[src/rtl/bus_arbiter.sv]
// bus_arbiter: shares one system bus between fetch (M0) and LSU (M1); hold-time limiter; BUS_ARB_RR_EN enables round-robin IDLE arbitration
module bus_arbiter #(
   parameter int MAX_HOLD = 16,
   parameter int CNT_W    = 8
) (
   input  logic        i_CLK,
   input  logic        i_RSTn,
   input  logic        i_M0_REQ,
   input  logic [31:0] i_M0_ADDR,
   input  logic        i_M0_RE,
   output logic        o_M0_GNT,
   output logic        o_M0_ACK,
   input  logic        i_M1_REQ,
   input  logic [31:0] i_M1_ADDR,
   input  logic [31:0] i_M1_WDATA,
   input  logic        i_M1_WE,
   input  logic        i_M1_RE,
   input  logic [1:0]  i_M1_HB,
   output logic        o_M1_GNT,
   output logic        o_M1_ACK,
   output logic [31:0] o_BUS_ADDR,
   output logic [31:0] o_BUS_WDATA,
   output logic        o_BUS_WE,
   output logic        o_BUS_RE,
   output logic [1:0]  o_BUS_HB,
   input  logic        i_BUS_ACK,
   input  logic [31:0] i_BUS_RDATA,
   output logic [31:0] o_M_RDATA
);
   typedef enum logic [1:0] {IDLE, OWN0, OWN1} state_t;
   state_t state, state_nx;
   logic [CNT_W-1:0] hold_cnt, hold_nx;
   logic own0, own1, other_req, at_limit, pick1;
   assign own0      = state == OWN0;
   assign own1      = state == OWN1;
   assign other_req = (own0 & i_M1_REQ) | (own1 & i_M0_REQ);
   assign at_limit  = hold_cnt == CNT_W'(MAX_HOLD - 1);
`ifdef BUS_ARB_RR_EN
   logic last;
   // remember the most recent owner so contended IDLE arbitration alternates
   always_ff @(posedge i_CLK)
      if (!i_RSTn) last <= 1'b0;
      else if (state_nx == OWN0 && !own0) last <= 1'b0;
      else if (state_nx == OWN1 && !own1) last <= 1'b1;
   assign pick1 = i_M1_REQ && !(i_M0_REQ && last);
`else
   assign pick1 = i_M1_REQ;
`endif
   // next owner: handoff on REQ drop, preempt only on an ack'd boundary at the hold limit
   always_comb begin
      state_nx = IDLE;
      if (own0)
         state_nx = !i_M0_REQ ? (i_M1_REQ ? OWN1 : IDLE)
                  : (i_M1_REQ && i_BUS_ACK && at_limit) ? OWN1 : OWN0;
      else if (own1)
         state_nx = !i_M1_REQ ? (i_M0_REQ ? OWN0 : IDLE)
                  : (i_M0_REQ && i_BUS_ACK && at_limit) ? OWN0 : OWN1;
      else
         state_nx = pick1 ? OWN1 : i_M0_REQ ? OWN0 : IDLE;
   end
   // count acks the owner completes while the other master waits; saturating
   always_comb begin
      hold_nx = hold_cnt;
      if (state_nx != state || !other_req) hold_nx = '0;
      else if (i_BUS_ACK && hold_cnt != CNT_W'(MAX_HOLD)) hold_nx = hold_cnt + 1'b1;
   end
   // grant state and hold counter registers
   always_ff @(posedge i_CLK)
      if (!i_RSTn) begin
         state    <= IDLE;
         hold_cnt <= '0;
      end else begin
         state    <= state_nx;
         hold_cnt <= hold_nx;
      end
   assign o_M0_GNT    = own0;
   assign o_M1_GNT    = own1;
   assign o_M0_ACK    = i_BUS_ACK & own0;
   assign o_M1_ACK    = i_BUS_ACK & own1;
   assign o_BUS_ADDR  = own0 ? i_M0_ADDR : own1 ? i_M1_ADDR : 32'h0;
   assign o_BUS_WDATA = own1 ? i_M1_WDATA : 32'h0;
   assign o_BUS_RE    = own0 ? (i_M0_RE & i_M0_REQ) : own1 ? (i_M1_RE & i_M1_REQ) : 1'b0;
   assign o_BUS_WE    = own1 & i_M1_WE & i_M1_REQ;
   assign o_BUS_HB    = own0 ? 2'b10 : own1 ? i_M1_HB : 2'b00;
   assign o_M_RDATA   = i_BUS_RDATA;
endmodule

[config.mk]
export PLATFORM = sky130hd
export DESIGN_NAME = bus_arbiter
export DESIGN_NICKNAME = d
export VERILOG_FILES = /design/src/rtl/bus_arbiter.sv
export SDC_FILE = /design/constraint.sdc
export NUM_CORES = 1
export LEC_CHECK = 0
export CAP_MARGIN = 0
export CORE_AREA = 2 2 93 95
export CTS_CLUSTER_SIZE = 24
export DETAILED_ROUTE_END_ITERATION = 8
export DIE_AREA = 0 0 95 97
export PLACE_DENSITY = 0.67
export SYNTH_ARGS = -nofsm -noshare
export SYNTH_HDL_FRONTEND = slang
export SYNTH_SLANG_ARGS = --single-unit
[constraint.sdc]
create_clock -name i_CLK -period 4.3 [get_ports i_CLK]
set_input_delay 0.86 -clock i_CLK [delete_from_list [all_inputs] [get_ports i_CLK]]
set_output_delay 0.86 -clock i_CLK [all_outputs]
set_load 0.005 [all_outputs]
==> out/qor.txt <==
status: finished clean
post-synthesis cell type count: 34
core box area: 0.00813 sq mm
sw frac: 24.9%
most numerous cell in the Yosys netlist: and2_1
Required @ worst endpoint: 3.44 ns
dpl hpwl: 5580 um
Setup CP Type: flop to output port
die height: 97 um
GRT Total Usage: 14.0%
startpoint types: flop
Tmin final: 3.14 ns
number of synthesized flops with an enable pin: 0
Root Driver: clkbuf_8
register area: 200 sq um
slowest stage cell, crit path: nor2b_4
DRC viols: 0
CTS tree: done
Max IR drop VDD: 0.170 mV
Flop pwr share: 21.1%
vias in the first global route: 1,825
filler cell count: 812
synthesized flop and latch total: 10
Starting Density: 16.9%
RSZ-0062 raised after global routing: no
first-pass GRT wire length: 9960 um
headroom to the max-slew limit: 49.9%
antenna cell count: 0
Critical Path Fanout Max: 40
# port buffers: 177
P_sw: 0.113 mW
Comb power frac: 51.0%
Mapped Avg Cell Area: 7.52 sq um
DIE WIDTH: 95 um
largest net degree at the start of global routing: 41
Post-Syn Nets: 323
vias: 1,838
Final Skew: 0.00356 ns
CP Data Arrival Time: 2.28 ns
Post-CTS Setup Bufs: 0
area delta synth->final: 124%
routed len/inst: 16.4 um
Pre-Repair DR Iteration Count: 5
placed instance count: 421
Cell Area, Synth: 0.00138 sq mm
full die area: 0.00922 sq mm
area share of the leading cell type in the synthesized netlist: 20.4%
clk slew on worst S/H paths: 0.05 ns
Pleak: 1.14 nW
share of cells above drive strength 1: 2.50%
sequential-to-total area share from yosys stat: 14.5%
fin area: 0.00308 sq mm
critical path, cell by cell: nor2b_4 -> buf_12 -> nand3_1 -> nand2_1 -> clkdlybuf4s50_1
pins over their slew limit: 0
final setup vio count: 0
ANT nets after route: 0
slowest stage delay, CP: 0.66 ns
DRT iter0 DRCs: 60
P_int: 0.339 mW
nature of the critical path endpoint: output port
Clock power frac: 27.9%
Ports: 242
Post-layout nets: 461
Max Cap Viol: 0
GRT overflow: 0
cts repair resizes: 0
Max Freq: 318 MHz
average via count per standard cell: 4.32
yosys warns: 0
final RePlAce weighted congestion: 0.808
WHS: 0.516 ns
Area contributors post-synth: a22o_1 20%, buf_4 17%, and2_1 16%
Post-synth ARST share: 0%
fin cells: 425
Post-synth top cells: 35 x and2_1, 32 x a22o_1, 32 x buf_4
# rows: 33
clk buf depth: 2
top cell type by total area after synthesis: a22o_1
worst hold path class: flop to flop
Syn Inst Count: 183
Total Power: 0.452 mW
multi-input logic area: 881 sq um
CTS Hold Bufs: 0
number of buffers created by CTS: 3
H-tree levels: 1
P per Cell Area: 147 mW/mm^2
initial antenna violation count: 0
Primary FF master, synth: dfxtp_1
post-route setup TNS: 0 ns
worst slew pin tran: 0.750 ns
crit share post-route: 73.1%
final hold vios: 0
later-pin clock latency in the skew report: 0.25 ns
Post-Route WL: 6970 um
CTS Sinks: 10
placed cell area: 0.00302 sq mm
## flip-flops by register name (all words and copies together), names as in the netlist
register / count
hold_cnt: 8
state: 2
## per-layer routing
metal / up-vias / wire length (um) / GRT usage, %
met4: 0 / 63 / 3.57
met2: 104 / 3160 / 22.6
met5: - / 0 / 0
met3: 5 / 1230 / 8.72
li1: 899 / - / -
met1: 830 / 2520 / 15.2
## layout by cell type, fill, tap and decap left out, drive strengths merged
cell type and n:
a211o 1, a21boi 1, a21o 2, a21oi 5, a22o 32, a2bb2oi 1, a311oi 1, a31oi 1
and2 35, and3 2, and4 1, and4b 1, buf 2, clkbuf 4, clkdlybuf4s50 177, dfxtp 10
ha 2, inv 3, mux2i 1, nand2 7, nand3 4, nand4 3, nor2 3, nor2b 2
nor3 1, nor4b 1, nor4bb 1, o211a 1, o211ai 3, o21ai 4, or3 3, or4 2
xor2 3
## critical path: cells and delay by family (launching register included)
kind	cells	cell delay, ns
DFF	1	0.39
and+or+nand+nor	3	0.82
buffers and inverters	2	0.81
## per-stage QoR
stage	setup WS, ns	utilization [%]
final	1.16	37.8
after global routing	1.01	37.8
after CTS	1.13	37.8
after detailed placement	1.24	37.2
after global placement	1.22	37.2
after floorplan	2.19	-
## kinds of logic after synthesis
kind of cell,share of synthesized area [%]
compound gates,30.0
xor+xnor,1.91
fa+ha+maj,1.82
buf+inv,22.2
flops,14.5
mux,0.727
simple gates,28.8
## worst paths after layout
path / from / to / slack [ns] / cells after the start
max: state[1] / o_BUS_RE / 1.16 / 5
min: hold_cnt[7] / hold_cnt[7] / 0.52 / 2
max reg2reg: hold_cnt[4] / hold_cnt[3] / 2.49 / 3
min reg2reg: hold_cnt[7] / hold_cnt[7] / 0.52 / 2
## final cells by class
cell class	instances	share of cell area (%)
flip-flops and latches	10	6.50
inverters	3	0.366
well taps	105	4.27
repair buffers	179	58.5
multi-input cells	124	28.6
clock buffers	4	1.79
## power groups by stage
stage          logic (mW)  clock network [mW]  registers (mW)
6_report            0.231               0.126          0.0954
5_1_grt             0.246               0.133          0.0955
4_1_cts             0.233               0.130          0.0954
3_5_place_dp        0.230                   0          0.0973
3_3_place_gp        0.230                   0          0.0973
2_1_floorplan      0.0768                   0          0.0967
Note: power is estimated with default switching activity, not from simulation.
